File: src/rtl/mem_arb_pkg.sv
// Shared types and constants for the instruction/data SRAM port arbiter.
package mem_arb_pkg;

    typedef enum logic [1:0] {
        IDLE = 2'd0,
        INST = 2'd1,
        DATA = 2'd2
    } rd_owner_t;

    localparam int MEM_ARB_STRB_W = 4;

endpackage

File: src/rtl/mem_arb_starve_cnt.sv
// Saturating count of consecutive data grants taken while a fetch is waiting.
// Instantiated by mem_port_arbiter only when MEM_ARB_STARVE_GUARD_EN is defined.
module mem_arb_starve_cnt #(
    parameter int STARVE_MAX = 4
) (
    input  logic clk,
    input  logic rst,
    input  logic inc_i,
    input  logic clr_i,
    output logic at_max_o
);

    localparam logic [3:0] CNT_MAX = 4'(STARVE_MAX);

    logic [3:0] starve_cnt_q;
    logic [3:0] starve_cnt_d;

    // Clear dominates; the count holds once it reaches the limit.
    always_comb begin
        starve_cnt_d = starve_cnt_q;
        if (clr_i) begin
            starve_cnt_d = '0;
        end else if (inc_i && (starve_cnt_q != CNT_MAX)) begin
            starve_cnt_d = starve_cnt_q + 4'd1;
        end
    end

    always_ff @(posedge clk or posedge rst) begin
        if (rst) begin
            starve_cnt_q <= '0;
        end else begin
            starve_cnt_q <= starve_cnt_d;
        end
    end

    assign at_max_o = (starve_cnt_q == CNT_MAX);

endmodule

File: src/rtl/mem_port_arbiter.sv
// Single SRAM port shared by fetch (i_*) and memory stage (d_*); data has priority.
// Optional fetch starvation guard enabled by defining MEM_ARB_STARVE_GUARD_EN.
module mem_port_arbiter
    import mem_arb_pkg::*;
#(
    parameter int ADDR_W     = 32,
    parameter int DATA_W     = 32,
    parameter int STARVE_MAX = 4
) (
    input  logic                      clk,
    input  logic                      rst,

    input  logic                      i_req,
    input  logic [ADDR_W-1:0]         i_addr,
    output logic                      i_gnt,
    output logic                      i_rvalid,
    output logic [DATA_W-1:0]         i_rdata,

    input  logic                      d_req,
    input  logic [MEM_ARB_STRB_W-1:0] d_wstrb,
    input  logic [ADDR_W-1:0]         d_addr,
    input  logic [DATA_W-1:0]         d_wdata,
    output logic                      d_gnt,
    output logic                      d_rvalid,
    output logic [DATA_W-1:0]         d_rdata,

    output logic                      sram_en,
    output logic [MEM_ARB_STRB_W-1:0] sram_we,
    output logic [ADDR_W-1:0]         sram_addr,
    output logic [DATA_W-1:0]         sram_wdata,
    input  logic [DATA_W-1:0]         sram_rdata
);

    // Byte strobes only make sense for a 32-bit word.
    if (DATA_W != 32) begin : g_bad_data_w
        $error("mem_port_arbiter: DATA_W must be 32");
    end
    if ((STARVE_MAX < 1) || (STARVE_MAX > 15)) begin : g_bad_starve_max
        $error("mem_port_arbiter: STARVE_MAX must be in 1..15");
    end

    rd_owner_t rd_owner_q;
    rd_owner_t rd_owner_d;
    logic      starve_win;

`ifdef MEM_ARB_STARVE_GUARD_EN
    logic starve_at_max;

    mem_arb_starve_cnt #(
        .STARVE_MAX (STARVE_MAX)
    ) u_starve_cnt (
        .clk      (clk),
        .rst      (rst),
        .inc_i    (d_gnt & i_req),
        .clr_i    (i_gnt | ~i_req),
        .at_max_o (starve_at_max)
    );

    assign starve_win = starve_at_max & i_req;
`else
    assign starve_win = 1'b0;
`endif

    // Grants are purely combinational and held low for the whole of reset.
    always_comb begin
        i_gnt = 1'b0;
        d_gnt = 1'b0;
        if (!rst) begin
            if (d_req && !starve_win) begin
                d_gnt = 1'b1;
            end else if (i_req) begin
                i_gnt = 1'b1;
            end
        end
    end

    assign sram_en    = i_gnt | d_gnt;
    assign sram_we    = d_gnt ? d_wstrb : '0;
    assign sram_addr  = d_gnt ? d_addr : i_addr;
    assign sram_wdata = d_gnt ? d_wdata : '0;

    // Writes produce no response, so they leave the owner IDLE.
    always_comb begin
        rd_owner_d = IDLE;
        if (i_gnt) begin
            rd_owner_d = INST;
        end else if (d_gnt && (d_wstrb == '0)) begin
            rd_owner_d = DATA;
        end
    end

    always_ff @(posedge clk or posedge rst) begin
        if (rst) begin
            rd_owner_q <= IDLE;
        end else begin
            rd_owner_q <= rd_owner_d;
        end
    end

    assign i_rvalid = (rd_owner_q == INST);
    assign d_rvalid = (rd_owner_q == DATA);
    assign i_rdata  = sram_rdata;
    assign d_rdata  = sram_rdata;

endmodule

File: config.mk
export PLATFORM = sky130hd
export DESIGN_NAME = mem_port_arbiter
export DESIGN_NICKNAME = d
export VERILOG_FILES = /design/src/rtl/mem_arb_pkg.sv /design/src/rtl/mem_arb_starve_cnt.sv /design/src/rtl/mem_port_arbiter.sv
export SDC_FILE = /design/constraint.sdc
export NUM_CORES = 1
export LEC_CHECK = 0
export ABC_AREA = 1
export ABC_CLOCK_PERIOD_IN_PS = 1150
export BUFFER_PORTS_ARGS = -buffer_cell sky130_fd_sc_hd__buf_2
export CORE_AREA = 2 2 107 109
export DETAILED_ROUTE_END_ITERATION = 10
export DIE_AREA = 0 0 109 111
export GPL_ROUTABILITY_DRIVEN = 1
export HOLD_SLACK_MARGIN = 0.15
export SLEW_MARGIN = 5
export SYNTH_ARGS = -nofsm -noshare
export SYNTH_HDL_FRONTEND = slang
export SYNTH_SLANG_ARGS = --single-unit
File: constraint.sdc
create_clock -name clk -period 1.15 [get_ports clk]
set_clock_uncertainty 0.05 [all_clocks]
set_input_delay 0.345 -clock clk [delete_from_list [all_inputs] [get_ports clk]]
set_output_delay 0.345 -clock clk [all_outputs]
set_load 0.01 [all_outputs]
==> impl_metrics.xml <==
<?xml version="1.0" encoding="UTF-8"?>
<metrics>
  <group name="timing">
    <metric name="hold_slack" unit="ns">0.200</metric>
    <metric name="slew_violations" unit="">0</metric>
    <metric name="finalCritPeriodShare" unit="%">126</metric>
    <metric name="setup_viol_count_final" unit="">73</metric>
    <metric name="hold_viol" unit="">0</metric>
    <metric name="rsz_0062_raised_after_global_routing" unit="">true</metric>
    <metric name="timing.setup.tns" unit="ns">-17.32</metric>
    <metric name="layout_min_cycle_time" unit="ns">1.45</metric>
    <metric name="relSlewSlack" unit="%">91.2</metric>
    <metric name="worstMarginPinSlew" unit="ns">0.131</metric>
    <metric name="maxClockFrequency" unit="MHz">692</metric>
    <metric name="post-route-worst-setup-slack" unit="ns">-0.295</metric>
  </group>
  <group name="synthesis">
    <metric name="post_synth_num_cell_types" unit="">13</metric>
    <metric name="synth_seq_area_share" unit="%">3.55</metric>
    <metric name="post_synth_instance_area" unit="mm^2">0.00141</metric>
    <metric name="synthesis.yosys.warnings" unit="">0</metric>
    <metric name="yosys_register_bits" unit="">2</metric>
    <metric name="synthCells" unit="">262</metric>
    <metric name="synthesis.nets" unit="">398</metric>
    <metric name="syn_area_per_cell" unit="um^2">5.39</metric>
  </group>
  <group name="power_and_ir_drop">
    <metric name="power.density_cell_area" unit="mW/mm^2">553</metric>
    <metric name="max-vdd-ir-drop" unit="mV">0.475</metric>
    <metric name="power.static_leakage" unit="nW">1.77</metric>
  </group>
  <group name="status">
    <metric name="failed_checks" unit="">negative setup slack</metric>
    <metric name="run_status" unit="">finished, violations left</metric>
  </group>
  <group name="cells_and_area">
    <metric name="layout_cells_sized_above_1" unit="%">78.7</metric>
    <metric name="seq_area" unit="um^2">50.0</metric>
    <metric name="filler_cell_count" unit="">1189</metric>
    <metric name="registers.top_by_ff_count" unit="">rd_owner_q</metric>
    <metric name="largest_registers" unit="">rd_owner_q x2</metric>
    <metric name="finalNonFillerCells" unit="">532</metric>
    <metric name="n_antenna_cell" unit="">0</metric>
    <metric name="design.final.nets" unit="">527</metric>
    <metric name="layout.core_utilization" unit="%">28.8</metric>
    <metric name="mostFrequentLayoutCells" unit="">125 x sky130_fd_sc_hd__buf_2, 55 x sky130_fd_sc_hd__buf_6, 49 x sky130_fd_sc_hd__nand2_2, 40 x sky130_fd_sc_hd__inv_1, 28 x sky130_fd_sc_hd__nand3_1</metric>
    <metric name="flip_flop_count_of_the_largest_register_after_layout" unit="">2</metric>
    <metric name="multiInputGateArea" unit="mm^2">0.00105</metric>
    <metric name="synth_to_final_area_change" unit="%">126</metric>
    <metric name="mostFrequentLayoutCell" unit="">sky130_fd_sc_hd__buf_2</metric>
  </group>
  <group name="critical_path">
    <metric name="cp_data_required_time" unit="ns">0.75</metric>
    <metric name="worst_setup_path_start_kind" unit="">input pin</metric>
    <metric name="timing.setup.critical_path_class" unit="">in -&gt; out</metric>
    <metric name="path_buf_inv" unit="">4</metric>
    <metric name="cell_by_cell_trace_of_the_critical_path" unit="">buf_12 &gt; clkinv_16 &gt; nand2_8 &gt; clkbuf_16 &gt; nand2_1 &gt; nand2_2 &gt; buf_6</metric>
    <metric name="slowest_stage" unit="">sky130_fd_sc_hd__clkbuf_16</metric>
    <metric name="timing.critical_path.slowest_cell_delay" unit="ns">0.18</metric>
    <metric name="cp-end-kind" unit="">primary output</metric>
    <metric name="worst_path_dominant_cell_family" unit="">buffers and inverters</metric>
    <metric name="cp_max_fo" unit="">8</metric>
    <metric name="worstPathArrival" unit="ns">1.05</metric>
  </group>
  <group name="global_routing">
    <metric name="grt.overflow.total" unit="">0</metric>
    <metric name="first_global_vias" unit="">1789</metric>
    <metric name="grt_max_degree" unit="">22</metric>
    <metric name="grt_pass1_wl" unit="mm">8.31</metric>
    <metric name="groute.usage.overall" unit="%">8.86</metric>
    <metric name="antenna_found_initial" unit="">1</metric>
  </group>
  <group name="clock_tree">
    <metric name="ctsRootBufferMaster" unit="">sky130_fd_sc_hd__clkbuf_16</metric>
    <metric name="cts.sinks" unit="">2</metric>
    <metric name="cts_htree_levels" unit="">1</metric>
    <metric name="cts_inserted_buffers" unit="">3</metric>
    <metric name="tritoncts_clock_tree" unit="">done</metric>
    <metric name="clock_path_buffers" unit="">2</metric>
    <metric name="worst_setup_hold_path_clk_slew" unit="ns">0.03</metric>
  </group>
  <group name="floorplan">
    <metric name="floorplan.die.width" unit="um">109</metric>
    <metric name="floorplan.io_pins" unit="">273</metric>
    <metric name="die-area" unit="mm^2">0.0121</metric>
    <metric name="initial_standard_cell_utilization_of_the_core" unit="%">12.7</metric>
    <metric name="core_area" unit="mm^2">0.0111</metric>
    <metric name="num_rows" unit="">39</metric>
    <metric name="fp.dieH" unit="um">111</metric>
  </group>
  <group name="placement">
    <metric name="port_buffers" unit="">176</metric>
    <metric name="placedCellCount" unit="">518</metric>
    <metric name="detailedPlacementHpwl" unit="mm">4.63</metric>
    <metric name="gp_congestion" unit="">0.743</metric>
  </group>
  <group name="drt">
    <metric name="drt_iter0_markers" unit="">32</metric>
    <metric name="avgViaCountPerCell" unit="">3.70</metric>
    <metric name="antenna_left" unit="">0</metric>
    <metric name="dr.pass1.iters" unit="">4</metric>
    <metric name="vias" unit="">1969</metric>
    <metric name="average_wire_per_cell_in_the_routed_design" unit="um">12.6</metric>
    <metric name="postRouteWirelength" unit="mm">6.68</metric>
    <metric name="remaining_drc_errors" unit="">0</metric>
  </group>
  <group name="job">
    <metric name="max_capacitance_violation_count" unit="">0</metric>
  </group>
  <group name="min_path">
    <metric name="hold_path_class" unit="">in -&gt; async</metric>
  </group>
</metrics>
==> cells by family (layout without fill, tap and decap cells) <==
kind of cell    after synthesis  after routing  share of synthesized area (%)
flops                         2              2                           3.55
simple gates                140            142                           41.3
compound gates                1              1                          0.532
buf+inv                     119            244                           54.6
==> final cells by class <==
class	count	area share, %
tap	143	5.62
timing repair buffer	200	51.9
sequential	2	1.57
multi-input combinational	143	32.9
inverter	41	5.66
clock buffer	3	2.36
==> worst paths after layout <==
kind	from	endpoint	slack (ns)	cells past startpoint
max in group asynchronous	rst	rd_owner_q[1]$_DFF_PP0_	0.76	4
hold / removal	rst	rd_owner_q[0]$_DFF_PP0_	0.20	4
min in group clk	d_wstrb[0]	rd_owner_q[1]$_DFF_PP0_	0.33	4
setup / recovery	rst	sram_addr[25]	-0.30	7
==> layer usage <==
metal / share of wire [%] / vias to the layer above / GRT usage (%) / wire (um)
li1: - / 963 / - / -
met3: 10 / 28 / 1.82 / 686
met1: 32 / 833 / 8.26 / 2160
met4: 2.2 / 0 / 2.65 / 147
met5: 0 / - / 0 / 0
met2: 55 / 145 / 18.3 / 3690
==> worst min-delay path, cell delays in order <==
cell	delay (ns)
sky130_fd_sc_hd__buf_12	0.12
sky130_fd_sc_hd__clkinv_16	0.07
sky130_fd_sc_hd__buf_16	0.13
sky130_fd_sc_hd__buf_4	0.11
==> cells in the mapped netlist <==
cell type | n | area share [%]
sky130_fd_sc_hd__buf_6 | 9 | 7.2
sky130_fd_sc_hd__nand2_1 | 65 | 17
sky130_fd_sc_hd__o21a_1 | 1 | 0.53
sky130_fd_sc_hd__clkbuf_4 | 1 | 0.53
sky130_fd_sc_hd__nor2_1 | 41 | 11
sky130_fd_sc_hd__inv_1 | 40 | 11
sky130_fd_sc_hd__buf_4 | 66 | 35
sky130_fd_sc_hd__dfrtp_1 | 2 | 3.5
sky130_fd_sc_hd__nor3_1 | 1 | 0.35
sky130_fd_sc_hd__buf_2 | 2 | 0.71
sky130_fd_sc_hd__nand2_8 | 1 | 1.4
sky130_fd_sc_hd__inv_4 | 1 | 0.44
sky130_fd_sc_hd__nand3_1 | 32 | 11
==> metrics by stage <==
stage                     instance area (um^2)  setup slack (ns)  total power [mW]
final                                     3190            -0.295              1.76
after global routing                      3190            -0.338              1.88
after detailed placement                  2290            -0.390             0.874
after CTS                                 2610            -0.301              1.52
after floorplan                           1700           -0.0565             0.736
after global placement                    2290            -0.405             0.873
==> where the power goes <==
part | leakage [nW] | total [mW] | internal, mW | switching, mW
registers | 0.0274 | 0.0735 | 0.0726 | 0.000848
logic | 1.70 | 1.17 | 0.637 | 0.534
clock network | 0.0370 | 0.516 | 0.442 | 0.0745
total | 1.77 | 1.76 | 1.15 | 0.610
==> timing repair <==
item                       4_1_cts  5_1_grt
pin swaps                        5        1
setup endpoints to repair       73       73
hold buffers                     0        0
buffers inserted                 0        2
gates cloned                     4        5
resized for setup               31       87
No activity file was read; power rests on OpenSTA's default activity.
